File: src/rtl/fsm_seq_generator_if.sv
// Serial pattern transmitter bus: start/data/repeat_cnt request side and x/x_valid/busy/done status side.
interface fsm_seq_generator_if #(
  parameter int WIDTH = 5,
  parameter int CNT_W = 4
);
  logic             start;
  logic [WIDTH-1:0] data;
  logic [CNT_W-1:0] repeat_cnt;
  logic             x;
  logic             x_valid;
  logic             busy;
  logic             done;

  modport master (
    output start, data, repeat_cnt,
    input  x, x_valid, busy, done
  );

  modport slave (
    input  start, data, repeat_cnt,
    output x, x_valid, busy, done
  );
endinterface

File: src/rtl/fsm_seq_generator.sv
// Serial pattern transmitter: shifts a latched WIDTH-bit pattern out MSB-first for repeat_cnt+1 frames.
// Define SEQGEN_GAP_EN to insert a one-cycle idle gap between consecutive frames.
module fsm_seq_generator #(
  parameter int WIDTH = 5,
  parameter int CNT_W = 4
) (
  input  logic                clk,
  input  logic                rst,
  fsm_seq_generator_if.slave  bus
);

  localparam int BW = (WIDTH > 1) ? $clog2(WIDTH) : 1;
  localparam logic [BW-1:0] LAST_BIT = BW'(WIDTH - 1);

`ifdef SEQGEN_GAP_EN
  typedef enum logic [1:0] {IDLE = 2'd0, SHIFT = 2'd1, DONE = 2'd2, GAP = 2'd3} state_t;
`else
  typedef enum logic [1:0] {IDLE = 2'd0, SHIFT = 2'd1, DONE = 2'd2} state_t;
`endif

  state_t           state, state_next;
  logic [WIDTH-1:0] pattern, pattern_next;
  logic [WIDTH-1:0] shift_reg, shift_next;
  logic [BW-1:0]    bit_cnt, bit_next;
  logic [CNT_W-1:0] frame_cnt, frame_next;
  logic             x_q, x_valid_q, busy_q, done_q;
  logic             x_next, x_valid_next, busy_next, done_next;

  always_ff @(posedge clk or negedge rst) begin
    if (!rst) begin
      state     <= IDLE;
      pattern   <= '0;
      shift_reg <= '0;
      bit_cnt   <= '0;
      frame_cnt <= '0;
      x_q       <= 1'b0;
      x_valid_q <= 1'b0;
      busy_q    <= 1'b0;
      done_q    <= 1'b0;
    end else begin
      state     <= state_next;
      pattern   <= pattern_next;
      shift_reg <= shift_next;
      bit_cnt   <= bit_next;
      frame_cnt <= frame_next;
      x_q       <= x_next;
      x_valid_q <= x_valid_next;
      busy_q    <= busy_next;
      done_q    <= done_next;
    end
  end

  // shift_reg[MSB] is the bit on x while in SHIFT; bit_cnt counts the bits still to follow it
  always_comb begin
    state_next   = state;
    pattern_next = pattern;
    shift_next   = shift_reg;
    bit_next     = bit_cnt;
    frame_next   = frame_cnt;
    case (state)
      IDLE: begin
        if (bus.start) begin
          pattern_next = bus.data;
          shift_next   = bus.data;
          bit_next     = LAST_BIT;
          frame_next   = bus.repeat_cnt;
          state_next   = SHIFT;
        end
      end
      SHIFT: begin
        if (bit_cnt == '0) begin
          if (frame_cnt != '0) begin
            frame_next = frame_cnt - 1'b1;
            shift_next = pattern;
            bit_next   = LAST_BIT;
`ifdef SEQGEN_GAP_EN
            state_next = GAP;
`else
            state_next = SHIFT;
`endif
          end else begin
            state_next = DONE;
          end
        end else begin
          shift_next = {shift_reg[WIDTH-2:0], 1'b0};
          bit_next   = bit_cnt - 1'b1;
        end
      end
`ifdef SEQGEN_GAP_EN
      GAP:     state_next = SHIFT;
`endif
      DONE:    state_next = IDLE;
      default: state_next = IDLE;
    endcase
  end

  // Outputs are decoded from the upcoming state so they land in flops aligned with it
  always_comb begin
    x_next       = 1'b0;
    x_valid_next = 1'b0;
    busy_next    = 1'b0;
    done_next    = 1'b0;
    if (state_next == SHIFT) begin
      x_next       = shift_next[WIDTH-1];
      x_valid_next = 1'b1;
      busy_next    = 1'b1;
    end
`ifdef SEQGEN_GAP_EN
    if (state_next == GAP) begin
      busy_next = 1'b1;
    end
`endif
    if (state_next == DONE) begin
      done_next = 1'b1;
    end
  end

  assign bus.x       = x_q;
  assign bus.x_valid = x_valid_q;
  assign bus.busy    = busy_q;
  assign bus.done    = done_q;

endmodule

File: src/flat_wrapper.sv
// flat-port wrapper written by rule: the top's interface ports become plain ports
module fsm_seq_generator_flat 
#(
  parameter int WIDTH = 5,
  parameter int CNT_W = 4
)
  (clk, rst, bus_start, bus_data, bus_repeat_cnt, bus_x, bus_x_valid, bus_busy, bus_done);
  fsm_seq_generator_if #(.WIDTH(WIDTH), .CNT_W(CNT_W)) bus_i ();
  input  logic clk;
  input  logic rst;
  input wire logic [$bits(bus_i.start)-1:0] bus_start;
  input wire logic [$bits(bus_i.data)-1:0] bus_data;
  input wire logic [$bits(bus_i.repeat_cnt)-1:0] bus_repeat_cnt;
  output wire logic [$bits(bus_i.x)-1:0] bus_x;
  output wire logic [$bits(bus_i.x_valid)-1:0] bus_x_valid;
  output wire logic [$bits(bus_i.busy)-1:0] bus_busy;
  output wire logic [$bits(bus_i.done)-1:0] bus_done;
  assign bus_i.start = bus_start;
  assign bus_i.data = bus_data;
  assign bus_i.repeat_cnt = bus_repeat_cnt;
  assign bus_x = bus_i.x;
  assign bus_x_valid = bus_i.x_valid;
  assign bus_busy = bus_i.busy;
  assign bus_done = bus_i.done;
  fsm_seq_generator #(.WIDTH(WIDTH), .CNT_W(CNT_W)) u_core (.clk(clk), .rst(rst), .bus(bus_i));
endmodule
File: config.mk
export PLATFORM = sky130hd
export DESIGN_NAME = fsm_seq_generator_flat
export DESIGN_NICKNAME = d
export VERILOG_FILES = /design/src/rtl/fsm_seq_generator_if.sv /design/src/rtl/fsm_seq_generator.sv /design/src/flat_wrapper.sv
export SDC_FILE = /design/constraint.sdc
export NUM_CORES = 1
export LEC_CHECK = 0
export ABC_AREA = 0
export ABC_CLOCK_PERIOD_IN_PS = 2100
export CAP_MARGIN = 10
export CORE_MARGIN = 3
export CORE_UTILIZATION = 52
export DETAILED_ROUTE_END_ITERATION = 8
export GPL_TIMING_DRIVEN = 0
export PLACE_DENSITY_LB_ADDON = 0.05
export SYNTH_ARGS = -nofsm -noshare
export SYNTH_HDL_FRONTEND = slang
export SYNTH_SLANG_ARGS = --single-unit
File: constraint.sdc
create_clock -name clk -period 2.1 [get_ports clk]
set_input_delay 0.42 -clock clk [delete_from_list [all_inputs] [get_ports clk]]
set_output_delay 0.42 -clock clk [all_outputs]
set_load 0.05 [all_outputs]
==> impl_metrics.toml <==
[finish]
syn_to_final_growth_pct = 19.8
layout_commonest_cell = "dfrtp_1"
fin_util_pct = 66.7
layout-drive-gt1-share_pct = 15.1
fin_cells = 146
nets = 133
layout_common_cells = "dfrtp_1, clkdlybuf4s50_1, nor2_1"
n_antenna_cell = 0

[placed_design]
dp.cells = 142
post-place-ws_ns = 0.0137
numPortBuffers = 15
gp_congestion = 0.750
dp_hpwl_um = 1620

[global_route]
antenna_found_initial = 0
grt_pass1_vias = 799
grt_max_degree = 23
gr-usage-all-layers_pct = 18.9
grt.overflow.total = 0
grt_pass1_wl_um = 3710

[detailed_routing]
drc = 0
drt-total-wl_um = 2180
wl_per_cell_um = 14.9
vias_per_cell = 5.76
drt_iter0_markers = 25
vias = 841
ant_nets = 0
firstDrtPassIters = 4

[clock_tree]
path_clk_slew_ns = 0.12
htree_levels = 1
cts_buffers = 3
ctsResizeCount = 0
ctsHoldBuffers = 0
cts_setup_buffers = 0
cts_num_sinks = 22
cts_tree = "yes"
root_buffer = "clkbuf_4"
clk_latency_ns = 0.31
cts_buffer_depth = 2

[timing]
slew_headroom_pct = 35.7
worst_pin_slew_ns = 0.961
hold_viol = 0
max_freq_mhz = 506
period_share_pct = 94.1
min_period_ns = 1.98
setup_violations = 0
slew_violations = 0
skew_ns = 0.00584
layout_setup_ws_ns = 0.125
rsz0062_at_grt = "no"
tns_ns = 0

[yosys]
ys_seq_area_share_pct = 49.4
syn_area_per_cell_um2 = 11.1
yosys.area.top_type = "dfrtp_1"
syn_nets = 113
synth_cell_type_count = 37
synthTopCellsByArea = "dfrtp_1, mux2_1, a221o_1"
ys_ff_latch = 22
syn_area_um2 = 1110
synth_top_area_share_pct = 49.4
synth_cells = 100
ys_warn_count = 0

[status]
status = "finished, final reports clean"

[floorplanning]
rows = 16
top_level_ports = 16
initial_core_util_pct = 55.7
core_region_area_um2 = 2000
die-area_um2 = 2740
die_y_um = 52.3
die_w_um = 52.3

[power_and_ir_drop]
pwr_density_cell_nw_per_um2 = 1410
ir_drop_mv = 0.810
power.leakage_uw = 0.000559

[worst_hold_path]
hp-class = "reg -> reg"

[setup_path]
worstSetupStartpointType = "flip-flop"
arrival_ns = 1.56
required_ns = 1.68
crit_fanout = 2
cp-end-kind = "primary output"
path_class = "reg -> out"

[job]
maxCapViolations = 0
## kinds of logic after synthesis
logic type / share of synthesized area [%]
buffers and inverters: 3.93
AND/OR/NAND/NOR: 18.6
flip-flops: 49.4
multiplexers: 7.74
AO/OA/AOI/OAI: 19.2
adder cells (fa/ha/maj): 1.12
## through the flow
step           total power (µW)  area [µm²]  hold slack, ns
6_report                   1880        1340           0.504
5_1_grt                    2010        1340           0.520
4_1_cts                    1890        1340           0.506
3_5_place_dp               1650        1300           0.480
3_3_place_gp               1620        1300           0.470
2_1_floorplan              1430        1110           0.124
## synthesized netlist by cell type
| cell | instances |
|---|---|
| dfrtp_1 | 22 |
| nor2_1 | 10 |
| nand2_1 | 6 |
| mux2_1 | 5 |
| a221o_1 | 4 |
| inv_1 | 4 |
| mux2i_1 | 3 |
| nand3_1 | 3 |
| nor3_1 | 3 |
| o21ai_0 | 3 |
| a21oi_1 | 2 |
| a2bb2oi_1 | 2 |
| a31oi_1 | 2 |
| a32oi_1 | 2 |
| buf_2 | 2 |
| inv_2 | 2 |
| nor2b_1 | 2 |
| nor3_4 | 2 |
| o21ai_1 | 2 |
| o31ai_1 | 2 |
| a211oi_2 | 1 |
| a21o_1 | 1 |
| a21oi_4 | 1 |
| a22o_1 | 1 |
| a22oi_1 | 1 |
| a41oi_1 | 1 |
| and2_1 | 1 |
| and2b_1 | 1 |
| buf_4 | 1 |
| clkbuf_1 | 1 |
| ha_1 | 1 |
| nor2b_4 | 1 |
| nor3b_2 | 1 |
| nor4bb_1 | 1 |
| o221ai_2 | 1 |
| or3_4 | 1 |
| or3b_4 | 1 |
## where the power goes
group / internal [µW] / leakage [µW] / total [µW] / switching (µW)
Clock: 106 / 0.0000210 / 232 / 126
Combinational: 411 / 0.000271 / 885 / 474
Sequential: 606 / 0.000266 / 761 / 155
## routing by layer
layer	global-route usage, %	share of wire [%]
met1	24.5	46
met5	0	0
met2	29.1	46
met3	4.27	5.8
met4	10.2	2.2
## layout make-up
class	instances	area, µm²
multi-input combinational	68	520
inverter	6	22.5
timing repair buffer	15	150
buffer	4	21.3
sequential	22	551
fill	162	667
clock buffer	4	36.3
tap	27	33.8
## critical path, cell delays in order (launching register included)
cell	delay, ns
dfrtp_1	0.36
buf_4	0.10
clkdlybuf4s50_1	0.78
## final timing paths
path,start,end,slack [ns],cells past startpoint
worst max-delay path,u_core.bus.x_valid,bus_x_valid,0.12,2
worst min-delay path,u_core.pattern[0],u_core.pattern[0],0.50,1
worst max register to register,u_core.frame_cnt[0],u_core.bus.x,0.29,6
worst min register to register,u_core.pattern[0],u_core.pattern[0],0.50,1
max in group asynchronous,rst,u_core.state[1],0.89,1
min in group asynchronous,rst,u_core.frame_cnt[1],0.63,1
Power figures use the tool's default switching activity.
